`src/rtl/evt_packetiser_pkg.sv`:
```
// Shared constants and helpers for the event packetiser: packet field
// positions, field widths and the default microsecond divider.
package evt_packetiser_pkg;

  localparam int PKT_BITS    = 72;
  localparam int DSSFT_BITS  = 5;

  localparam int KEY_BITS    = 32;
  localparam int PLD_BITS    = 32;
  localparam int EVT_BITS    = 32;

  localparam int PKT_PAR_BIT = 0;
  localparam int PKT_LNG_BIT = 1;
  localparam int PKT_KEY_BIT = 8;
  localparam int PKT_PLD_BIT = 40;

  localparam int US_CLK_CNT_DEF = 74;

  localparam logic [3:0] KEEP_ALL = 4'b1111;

  // Contents of stage A: everything needed to build a packet later.
  typedef struct packed {
    logic                lng;
    logic [PLD_BITS-1:0] pld;
    logic [KEY_BITS-1:0] key;
  } stage_a_t;

  // Assemble a packet with the parity bit left clear.
  function automatic logic [PKT_BITS-1:0] build_pkt(
    input logic [KEY_BITS-1:0] key,
    input logic [PLD_BITS-1:0] pld,
    input logic                lng
  );
    logic [PKT_BITS-1:0] p;
    p                           = '0;
    p[PKT_KEY_BIT +: KEY_BITS]  = key;
    p[PKT_PLD_BIT +: PLD_BITS]  = pld;
    p[PKT_LNG_BIT]              = lng;
    p[PKT_PAR_BIT]              = 1'b0;
    return p;
  endfunction

endpackage

```
`src/rtl/evt_packetiser_parity_gen.sv`:
```
// Odd-parity generator for an assembled packet. The input must have its
// parity bit clear; the output is the value that bit must take so the full
// word carries an odd number of ones.
module pkt_parity_gen
  import evt_packetiser_pkg::*;
(
  input  logic [PKT_BITS-1:0] pkt_i,
  output logic                par_o
);

  assign par_o = ~^pkt_i;

endmodule

```
`src/rtl/evt_packetiser.sv`:
```
// Event packetiser: turns AXI-stream peripheral events into multicast
// packets through a two-deep pipeline (stage A = key/payload, stage B =
// output register with parity). A held packet that the transmitter refuses
// for drop_wait_in stalled cycles is discarded and reported on
// inp_drp_cnt_out.
//
// Optional build macro: TIMESTAMP_PLD_EN
//   defined   - long packets carrying a per-frame microsecond timestamp
//   undefined - short packets, evt_last_in unused, no timestamp logic
module evt_packetiser
  import evt_packetiser_pkg::*;
#(
  parameter int US_CLK_CNT = US_CLK_CNT_DEF,
  parameter int WAIT_BITS  = 16
) (
  input  logic                  clk,
  input  logic                  reset_n,

  input  logic [EVT_BITS-1:0]   evt_data_in,
  input  logic [3:0]            evt_keep_in,
  input  logic                  evt_last_in,
  input  logic                  evt_vld_in,
  output logic                  evt_rdy_out,

  input  logic [KEY_BITS-1:0]   mp_key_in,
  input  logic [KEY_BITS-1:0]   mp_msk_in,
  input  logic [DSSFT_BITS-1:0] mp_sft_in,
  input  logic [WAIT_BITS-1:0]  drop_wait_in,

  output logic [PKT_BITS-1:0]   pkt_data_out,
  output logic                  pkt_vld_out,
  input  logic                  pkt_rdy_in,

  output logic                  inp_drp_cnt_out
);

  logic                 run_q;
  logic                 a_vld_q, a_vld_d;
  stage_a_t             a_q, a_d;
  logic                 b_vld_q, b_vld_d;
  logic [PKT_BITS-1:0]  b_pkt_q, b_pkt_d;
  logic [WAIT_BITS-1:0] wcnt_q, wcnt_d;

  logic                 stall;
  logic                 drop_now;
  logic                 b_free;
  logic                 b_load;
  logic                 evt_acc;
  logic                 evt_good;
  logic                 evt_rej;
  logic [KEY_BITS-1:0]  key_map;
  logic [PLD_BITS-1:0]  evt_pld;
  logic                 evt_lng;
  logic [PKT_BITS-1:0]  pkt_raw;
  logic                 pkt_par;

  assign stall    = b_vld_q && !pkt_rdy_in;
  // Expiry only fires while still stalled, so a late pkt_rdy_in wins.
  assign drop_now = stall && (wcnt_q == WAIT_BITS'(1)) && (drop_wait_in != '0);
  assign b_free   = !b_vld_q || pkt_rdy_in || drop_now;
  assign b_load   = a_vld_q && b_free;

  assign evt_rdy_out = run_q && (!a_vld_q || b_free);
  assign evt_acc     = evt_vld_in && evt_rdy_out;
  assign evt_good    = evt_acc && (evt_keep_in == KEEP_ALL);
  assign evt_rej     = evt_acc && (evt_keep_in != KEEP_ALL);

  assign key_map = mp_key_in | ((evt_data_in & mp_msk_in) >> mp_sft_in);

`ifdef TIMESTAMP_PLD_EN
  logic [31:0] cyc_q;
  logic [31:0] us_q;
  logic [31:0] ts_q;
  logic        sof_q;

  // Free-running microsecond time base.
  always_ff @(posedge clk or negedge reset_n) begin
    if (!reset_n) begin
      cyc_q <= '0;
      us_q  <= '0;
    end else if (cyc_q == 32'(US_CLK_CNT)) begin
      cyc_q <= '0;
      us_q  <= us_q + 32'd1;
    end else begin
      cyc_q <= cyc_q + 32'd1;
    end
  end

  // Latch the time at the first event of each frame.
  always_ff @(posedge clk or negedge reset_n) begin
    if (!reset_n) begin
      ts_q  <= '0;
      sof_q <= 1'b1;
    end else if (evt_acc) begin
      if (sof_q) ts_q <= us_q;
      sof_q <= evt_last_in;
    end
  end

  // The frame's first event uses the live value, which is what ts_q latches.
  assign evt_pld = sof_q ? us_q : ts_q;
  assign evt_lng = 1'b1;
`else
  logic unused_ok;

  assign evt_pld   = '0;
  assign evt_lng   = 1'b0;
  assign unused_ok = ^{evt_last_in, 32'(US_CLK_CNT)};
`endif

  assign pkt_raw = build_pkt(a_q.key, a_q.pld, a_q.lng);

  pkt_parity_gen u_parity (
    .pkt_i (pkt_raw),
    .par_o (pkt_par)
  );

  // Run flag: keeps the input closed during reset and the first cycle after.
  always_ff @(posedge clk or negedge reset_n) begin
    if (!reset_n) run_q <= 1'b0;
    else          run_q <= 1'b1;
  end

  // Stage A: capture a good event, empty when its contents move into B.
  always_comb begin
    a_vld_d = a_vld_q;
    a_d     = a_q;
    if (evt_good) begin
      a_vld_d = 1'b1;
      a_d.key = key_map;
      a_d.pld = evt_pld;
      a_d.lng = evt_lng;
    end else if (b_load) begin
      a_vld_d = 1'b0;
    end
  end

  // Stage B and drop watchdog: load from A, release on transfer or drop.
  always_comb begin
    b_vld_d = b_vld_q;
    b_pkt_d = b_pkt_q;
    wcnt_d  = wcnt_q;
    if (b_load) begin
      b_vld_d = 1'b1;
      b_pkt_d = pkt_raw | PKT_BITS'(pkt_par);
      wcnt_d  = drop_wait_in;
    end else begin
      if (b_free) b_vld_d = 1'b0;
      if (stall && (wcnt_q != '0)) wcnt_d = wcnt_q - WAIT_BITS'(1);
    end
  end

  // Pipeline state registers.
  always_ff @(posedge clk or negedge reset_n) begin
    if (!reset_n) begin
      a_vld_q <= 1'b0;
      a_q     <= '0;
      b_vld_q <= 1'b0;
      b_pkt_q <= '0;
      wcnt_q  <= '0;
    end else begin
      a_vld_q <= a_vld_d;
      a_q     <= a_d;
      b_vld_q <= b_vld_d;
      b_pkt_q <= b_pkt_d;
      wcnt_q  <= wcnt_d;
    end
  end

  assign pkt_data_out    = b_pkt_q;
  assign pkt_vld_out     = b_vld_q;
  // A reject and a drop in the same cycle merge into one pulse.
  assign inp_drp_cnt_out = evt_rej || drop_now;

endmodule

```
`config.mk`:
```
export PLATFORM = sky130hd
export DESIGN_NAME = evt_packetiser
export DESIGN_NICKNAME = d
export VERILOG_FILES = /design/src/rtl/evt_packetiser_pkg.sv /design/src/rtl/evt_packetiser_parity_gen.sv /design/src/rtl/evt_packetiser.sv
export SDC_FILE = /design/constraint.sdc
export NUM_CORES = 1
export LEC_CHECK = 0
export ABC_AREA = 1
export CAP_MARGIN = 20
export CORE_MARGIN = 2
export CORE_UTILIZATION = 44
export DETAILED_ROUTE_END_ITERATION = 8
export GPL_TIMING_DRIVEN = 0
export HOLD_SLACK_MARGIN = 0.03
export PLACE_DENSITY = 0.78
export SETUP_SLACK_MARGIN = 0.4
export SYNTH_ARGS = -nofsm -noshare
export SYNTH_HDL_FRONTEND = slang
export SYNTH_SLANG_ARGS = --single-unit
```
`constraint.sdc`:
```
create_clock -name clk -period 1.7 [get_ports clk]
set_input_delay 0.34 -clock clk [delete_from_list [all_inputs] [get_ports clk]]
set_output_delay 0.34 -clock clk [all_outputs]
set_load 0.02 [all_outputs]
```
## After elaboration in Yosys (flattened, before gate mapping)

Cells that the tools add are included.

- Register bits: 123
- Bits in latches: 0
- Memory bits (writable): 0
- ROM bits: 0
- Bits of input ports: 126
- Output and inout bits: 75
- Word-level logic and storage cells: 42
- Memories kept: 0

- Add/sub/neg operators: 1
- Multiply operators: 0
- Divide/modulo/power cells: 0
- Magnitude comparators: 0
- Eq/ne operators: 3
- Shift operators: 1
- Muxes and demuxes: 6
- Bitwise operators: 3
- Reductions and logical operators: 22

Operators by type and width:

| cell | number |
|---|---|
| XNOR reduction 72 bit | 1 |
| bitwise OR 40 x 1 -> 40 bit | 1 |
| bitwise AND 32 bit | 1 |
| 2-to-1 mux 16 bit | 2 |
| bitwise OR 32 bit | 1 |
| nonzero test 16 bit | 2 |
| right shift 32 x 5 -> 32 bit | 1 |
| == test 16 x 1 -> 1 bit (second input constant) | 1 |
| subtractor 16 x 1 -> 16 bit (second input constant) | 1 |
| logical AND 1 bit | 9 |
| nonzero test 2 bit | 3 |
| == test 4 bit (second input constant) | 1 |
| logical OR 1 bit | 4 |
| 2-to-1 mux 1 bit | 4 |
| != test 4 bit (second input constant) | 1 |
| logical NOT 1 bit | 3 |

## Longest topological paths before layout

Gate-level depths: netlist of the first run.

- Depth after elaboration: 10
- Mapped depth: 13
- Depth with buffers taken out: 13

## Cells and area by module

A second synthesis of the first run with hierarchy kept.

- Cell total of the unflattened synthesis: 1312
- Area, all modules: 7674.9 um^2

By module, submodules not included:

| module | times used | cells an instance | area each (um^2) | sequential area each (um^2) |
|---|---|---|---|---|
| evt_packetiser | 1 | 901 | 5969.5 | 2102.0 |
| pkt_parity_gen | 1 | 411 | 1705.4 | 0.0 |

## Worst setup path after synthesis of the first run

No wires, ideal clock.

- Kind: register to output
- Start: reg wcnt_q[1]
- End: out inp_drp_cnt_out
- Arrival time: 1.596 ns
- Required time: 1.360 ns
- Setup slack: -0.236 ns
- Stages on the path, launching flop included: 9
- Path buffers: 0
- Cells stage by stage: dfrtp_1 > inv_1 > ha_1 > nand2_1 > nor3_2 > nand3_2 > nand3_2 > nand3_2 > o21ai_0

- Cells in the longest elaborated chain, start to end: 9

Ends and longest elaborated chain:

| what | line | RTL |
|---|---|---|
| from (decl) | evt_packetiser.sv:42 | `logic [WAIT_BITS-1:0] wcnt_q, wcnt_d;` |
| from (signal assigned) | evt_packetiser.sv:166 | `wcnt_q <= wcnt_d;` |
| == test 16 x 1 -> 1 bit * | evt_packetiser.sv:59 | `assign drop_now = stall && (wcnt_q == WAIT_BITS'(1)) && (drop_wait_in != '0);` |
| logical AND 1 bit * (2 in series) | evt_packetiser.sv:59 |  |
| logical OR 1 bit | evt_packetiser.sv:60 | `assign b_free = !b_vld_q \|\| pkt_rdy_in \|\| drop_now;` |
| logical OR 1 bit | evt_packetiser.sv:63 | `assign evt_rdy_out = run_q && (!a_vld_q \|\| b_free);` |
| logical AND 1 bit | evt_packetiser.sv:63 |  |
| logical AND 1 bit | evt_packetiser.sv:64 | `assign evt_acc = evt_vld_in && evt_rdy_out;` |
| logical AND 1 bit | evt_packetiser.sv:66 | `assign evt_rej = evt_acc && (evt_keep_in != KEEP_ALL);` |
| logical OR 1 bit * | evt_packetiser.sv:173 | `assign inp_drp_cnt_out = evt_rej \|\| drop_now;` |
| to (decl) | evt_packetiser.sv:34 | `output logic inp_drp_cnt_out` |

Mark *: on every way between the ends. The rest lies on a longest branch, timed or not.

## Worst setup path in the final report of the first run

Same ends and word-level chain as after synthesis.

==> flow_metrics.py, run 1 <==
metrics = {
    "status": {
        "status": "finished, violations left",
        "violations": "negative setup slack",
    },
    "synth": {
        "syn-mean-instance-area_sq_um": 6.32,
        "synth_edf_count": 0,
        "synth_common_cells": "423 x nand2_1, 267 x nand3_1, 84 x dfrtp_1",
        "yosysTopAreaCell": "dfrtp_1",
        "syn_area_sq_um": 6740,
        "synth_top_cell_area_share_pct": 31.2,
        "synth-seq-area-share_pct": 31.2,
        "ys_warn_count": 0,
        "ys_seq_elements": 84,
        "synth_area_leaders": "dfrtp_1 31%, nand2_1 24%, nand3_1 20%",
        "ys_types": 35,
        "synthCells": 1067,
        "synth_async_sr_flop_share_pct": 100,
        "synth.most_common_cell": "nand2_1",
        "synth_ff_type": "dfrtp_1",
    },
    "placed_design": {
        "dp_hpwl_um": 17700,
        "dp_cells": 1450,
        "place_congestion": 1.00,
        "place_area_sq_um": 8850,
        "port_buffers": 156,
    },
    "die": {
        "ioPinCount": 201,
        "die_w_um": 128,
        "core_sq_um": 15100,
        "num_rows": 45,
        "die_h_um": 128,
        "initial_core_util_pct": 44.7,
        "die_area_sq_um": 16300,
    },
    "final_layout": {
        "syn2layout_area_growth_pct": 41.3,
        "final-instance-count-excl-fill": 1508,
        "antennaDiodeCount": 0,
        "final_util_pct": 63.2,
        "nNetsFinal": 1444,
        "fillers": 1382,
        "drive_gt1_share_pct": 17.8,
        "final_cell_area_sq_um": 9530,
    },
    "sta": {
        "timing.fmax_mhz": 470,
        "grt_setup_unrepaired": "true",
        "maxSlewViolCount": 0,
        "hold_violations": 0,
        "worst_pin_slew_ps": 588,
        "worst_slack_ps": -428,
        "worst_clock_skew_ps": 11.4,
        "relSlewSlack_pct": 60.8,
        "period_minus_slack_ps": 2130,
        "min_period_over_period_pct": 125,
        "finalSetupViolations": 85,
    },
    "worst_setup_path": {
        "cp-end-kind": "output pin",
        "critPathMaxFanout": 4,
        "cp-start-kind": "flop",
        "crit_required_ps": 1360,
        "arrival_ps": 1790,
        "crit_type": "reg -> out",
    },
    "worst_hold_path": {
        "hold_class": "in -> reg",
    },
    "route": {
        "wl_per_cell_um": 15.7,
        "num_vias": 7985,
        "ant_nets": 0,
        "route.detailed.drc": 0,
        "via_per_inst": 5.30,
        "drt_iter0_drc": 718,
        "drt-total-wl_um": 23600,
        "first_pass_iters": 6,
    },
    "power_and_ir_drop": {
        "combPwrFrac_pct": 43.2,
        "seqPwrFrac_pct": 33.9,
        "swShare_pct": 40.7,
        "internal_power_w": 0.00488,
        "p_per_area_nw_per_um2": 863,
        "power_frac_clock_pct": 22.9,
        "vdd_drop_max_uv": 538,
        "p_leak_nw": 4.98,
        "p_switching_w": 0.00334,
    },
    "clock_tree": {
        "clkLatencyLatePin_ps": 350,
        "cts_sinks": 84,
        "cts.clk_slew.worst_paths_ps": 70,
        "cts_root_buf": "clkbuf_16",
        "cts_buffers": 9,
        "clock_path_buffers": 2,
        "h-tree-depth": 3,
        "cts_tree": "done",
    },
    "grt": {
        "grt_usage_pct": 28.0,
        "antenna_found_initial": 0,
        "grt_max_degree": 67,
        "grt_pass1_vias": 7380,
        "grt_pass1_wl_um": 36500,
        "overflow": 0,
    },
    "flow_run": {
        "maxCapViolations": 0,
    },
}
==> cells in the final DEF (no fill, tap or decap), types with 20 or more instances in the layout <==
cell / Yosys / routed
inv_1: 63 / 59
conb_1: 2 / 40
buf_4: 40 / 65
clkdlybuf4s50_1: 0 / 108
clkbuf_2: 0 / 32
nand3_1: 267 / 247
o21ai_1: 28 / 28
nand3_2: 3 / 20
dfrtp_1: 84 / 79
buf_6: 10 / 30
nand2_1: 423 / 414
==> worst paths after layout <==
kind,start,end,slack [ps],cells after the start
worst max register to register,wcnt_q[1],a_q[7],-360,14
worst max-delay path,wcnt_q[1],inp_drp_cnt_out,-430,9
max in group asynchronous,reset_n,wcnt_q[4],650,3
worst min register to register,pkt_data_out[32],pkt_data_out[32],480,2
min in group asynchronous,reset_n,pkt_data_out[35],420,2
worst min-delay path,drop_wait_in[15],wcnt_q[15],260,3
==> logic make-up (layout without fill, tap and decap cells) <==
kind of cell	Yosys count	count (layout)	synth area share, %
simple gates	754	754	49.0
other cells	2	40	0.111
flops	84	84	31.2
compound gates	53	53	4.79
fa+ha+maj	3	3	0.557
xor+xnor	15	15	1.95
buf+inv	156	371	12.4
==> power by group through the flow <==
stage,combinational [W],sequential [W],clock (W)
2_1_floorplan,0.00203,0.00288,0
3_3_place_gp,0.00312,0.00282,0
3_5_place_dp,0.00320,0.00283,0
4_1_cts,0.00336,0.00277,0.00191
5_1_grt,0.00396,0.00284,0.00198
6_report,0.00355,0.00279,0.00189
==> per-layer routing <==
| layer | global-route usage (%) | up-vias | wire length [um] |
|---|---|---|---|
| met1 | 38.5 | 3672 | 10300 |
| li1 | - | 3905 | - |
| met3 | 3.30 | 47 | 1620 |
| met2 | 45.6 | 361 | 11100 |
| met4 | 10.2 | 0 | 634 |
| met5 | 0 | - | 0 |
==> cell type report <==
type,count,area [sq um],share of cell area [%]
Timing Repair Buffer,199,1830,19.2
Sequential cell,84,2110,22.1
Clock buffer,10,229,2.40
Clock inverter,6,46.3,0.486
Tap cell,188,235,2.47
Buffer,90,682,7.16
Multi-Input combinational cell,865,4150,43.5
Inverter,66,250,2.63
==> registers in the layout (all words and copies together), names as in the netlist <==
register      flops
a_q              32
a_vld_q           1
pkt_data_out     33
pkt_vld_out       1
run_q             1
wcnt_q           16
==> worst max-delay path: stages (launching register included) <==
cell and delay, ps:
dfrtp_1 400, inv_2 90, ha_4 130, nand2_2 50, nor3_2 170, nand3_2 120
nand3_4 110, nand3_4 80, o21ai_2 150, buf_6 140
==> through the flow <==
step | power, W | worst slack [ps] | setup TNS, ps | hold WS, ps
2_1_floorplan | 0.00492 | 16.5 | 0 | 44.4
3_3_place_gp | 0.00594 | -2760 | -264650 | 456
3_5_place_dp | 0.00604 | -858 | -33730 | 243
4_1_cts | 0.00803 | -374 | -9400 | 379
5_1_grt | 0.00878 | -502 | -29620 | 284
6_report | 0.00822 | -428 | -21410 | 263
==> repair_timing <==
action                                  CTS  global route
pin swaps                                13            19
gates cloned                              2             4
buffers inserted                         19            16
gates resized for setup                  95           106
endpoints found under the setup margin  119           114
hold endpoints to repair                 18             0
hold buffers                              1             0
No activity file was read; power rests on OpenSTA's default activity.
==> run 2, diff against run 1 <==
--- a/config.mk
+++ b/config.mk
@@ -6,8 +6,7 @@
 export NUM_CORES = 1
 export LEC_CHECK = 0
 export ABC_AREA = 1
-export CAP_MARGIN = 20
-export CORE_MARGIN = 2
+export CAP_MARGIN = 0
 export CORE_UTILIZATION = 44
 export DETAILED_ROUTE_END_ITERATION = 8
 export GPL_TIMING_DRIVEN = 0
==> run 2 against run 1 <==
  * The flow still finishes with violations (negative setup slack)
  * Total power up 2.9%
  * Worst hold slack improved by 8.1 ps
  * Fmax up 0.52%
  * Via count is 1.6% higher
  * Sequential cell count unchanged
  * Routed wire length grew 5.0%
  * Critical path depth increased by 4
  * Clock power increased by 8%
  * Largest cell class unchanged
  * Highest routed layer unchanged
==> flow_metrics.py, run 2 (same netlist as run 1, synthesis figures left out) <==
metrics = {
    "status": {
        "status": "finished, violations left",
        "violations": "negative setup slack",
    },
    "power_and_ir_drop": {
        "swShare_pct": 40.2,
        "p_leak_nw": 5.20,
        "seqPwrFrac_pct": 32.8,
        "internal_power_w": 0.00506,
        "combPwrFrac_pct": 43.1,
        "power_frac_clock_pct": 24.1,
        "vdd_drop_max_uv": 721,
        "p_per_area_nw_per_um2": 862,
        "p_switching_w": 0.00340,
    },
    "sta": {
        "finalSetupViolations": 85,
        "period_minus_slack_ps": 2120,
        "min_period_over_period_pct": 125,
        "worst_slack_ps": -417,
        "worst_clock_skew_ps": 7.21,
        "maxSlewViolCount": 0,
        "worst_pin_slew_ps": 618,
        "timing.fmax_mhz": 472,
        "hold_violations": 0,
        "grt_setup_unrepaired": "true",
        "relSlewSlack_pct": 58.8,
    },
    "die": {
        "num_rows": 44,
        "die_area_sq_um": 15800,
        "core_sq_um": 14800,
        "die_w_um": 126,
        "ioPinCount": 201,
        "initial_core_util_pct": 45.7,
        "die_h_um": 126,
    },
    "worst_setup_path": {
        "crit_path_max_incr_delay_ps": 420,
        "crit_type": "reg -> reg",
        "critPathLaunch": "wcnt_q[2]",
        "cp-endpoint": "wcnt_q[11]",
        "critPathMaxFanout": 8,
        "cpMaxStageDelayCell": "dfrtp_1",
        "crit_required_ps": 1920,
        "crit_chain": "nor2_4 > nand2_4 > nor3_4 > nand3_4 > buf_4 > buf_6 > nand2_4 > nand2_4 > buf_6 > buf_12 > buf_8 > nand2_1 > nand2_1",
        "regToRegStartpoint": "wcnt_q[2]",
        "cp-start-kind": "flop",
        "rr_worst_depth": 13,
        "arrival_ps": 2340,
        "ff2ff_setup_slack_ps": -420,
        "r2r_end": "wcnt_q[11]",
        "critPathMostFrequentCell": "nand2_4",
        "cp-end-kind": "flop",
    },
    "placed_design": {
        "port_buffers": 156,
        "dp_cells": 1446,
        "place_area_sq_um": 8830,
        "post-place-ws_ps": -836,
        "dp_hpwl_um": 17800,
        "place_congestion": 1.01,
    },
    "route": {
        "ant_nets": 0,
        "wl_per_cell_um": 16.4,
        "via_per_inst": 5.37,
        "drt-total-wl_um": 24800,
        "route.detailed.drc": 0,
        "first_pass_iters": 6,
        "num_vias": 8113,
        "drt_iter0_drc": 749,
    },
    "final_layout": {
        "final_util_pct": 66.5,
        "nNetsFinal": 1448,
        "largest_register_ffs": 33,
        "final-instance-count-excl-fill": 1512,
        "syn2layout_area_growth_pct": 45.5,
        "final_common_cell": "nand2_1",
        "final_cell_mix": "408 x nand2_1, 249 x nand3_1, 109 x clkdlybuf4s50_1",
        "drive_gt1_share_pct": 19.1,
        "final_cell_area_sq_um": 9810,
    },
    "clock_tree": {
        "cts_tree": "done",
        "clock_path_buffers": 2,
        "clkLatencyLatePin_ps": 350,
        "cts_sinks": 84,
        "cts_root_buf": "clkbuf_16",
        "cts_buffers": 9,
        "cts.clk_slew.worst_paths_ps": 70,
        "h-tree-depth": 3,
    },
    "worst_hold_path": {
        "hold_class": "in -> reg",
        "min_path_cells": 3,
    },
    "grt": {
        "grt_usage_pct": 30.6,
        "grt_pass1_wl_um": 38400,
        "antenna_found_initial": 4,
        "grt_pass1_vias": 7818,
        "overflow": 0,
        "grt_max_degree": 44,
    },
    "flow_run": {
        "maxCapViolations": 0,
    },
}
[run 2: metal layers]
metal | up-vias | GRT usage (%) | share of wire (%)
li1 | 3921 | - | -
met1 | 3701 | 39.2 | 41
met2 | 421 | 51.0 | 47
met3 | 70 | 5.56 | 8.1
met4 | 0 | 12.5 | 3.7
met5 | - | 0 | 0
[run 2: critical path: cells and delay by family, from the launching register on]
kind	cells	cell delay, ps
simple gates	8	860
buf+inv	5	700
flops	1	420
[run 2: power groups by stage]
stage                     Combinational [W]  Clock, W  Sequential (W)
after detailed placement            0.00319         0         0.00283
after global routing                0.00403   0.00213         0.00282
after CTS                           0.00342   0.00204         0.00275
after global placement              0.00312         0         0.00282
after floorplan                     0.00203         0         0.00288
final                               0.00365   0.00204         0.00278
[run 2: worst min path at each step]
stage	slack (ps)	end	start
after global placement	460	pkt_data_out[35]	pkt_data_out[35]
final	270	wcnt_q[14]	drop_wait_in[14]
after global routing	310	wcnt_q[8]	drop_wait_in[8]
after floorplan	40	a_q[0]	reset_n
after CTS	370	wcnt_q[7]	drop_wait_in[7]
after detailed placement	360	pkt_data_out[13]	reset_n
[run 2: layout make-up]
type                    instances  area [sq um]
fillers                      1258          4940
multi-input cells             865          4240
flip-flops and latches         84          2100
repair buffers                203          1960
plain buffers                  90           711
inverters                      66           256
clock buffers                  10           239
well taps                     184           230
clock inverters                 6          70.1
diodes                          4          10.0
[run 2: timing repair]
item,4_1_cts,5_1_grt
endpoints found under the hold margin,42,0
pin swaps,6,12
endpoints found under the setup margin,119,85
gates resized for setup,204,59
gates cloned,9,5
hold buffers,1,0
setup buffers,27,4
[run 2: stage by stage]
stage / hold slack [ps] / power [W] / TNS [ps]
2_1_floorplan: 44.4 / 0.00492 / 0
3_3_place_gp: 456 / 0.00593 / -261730
3_5_place_dp: 359 / 0.00603 / -35250
4_1_cts: 370 / 0.00821 / -12740
5_1_grt: 309 / 0.00898 / -27960
6_report: 271 / 0.00846 / -22200
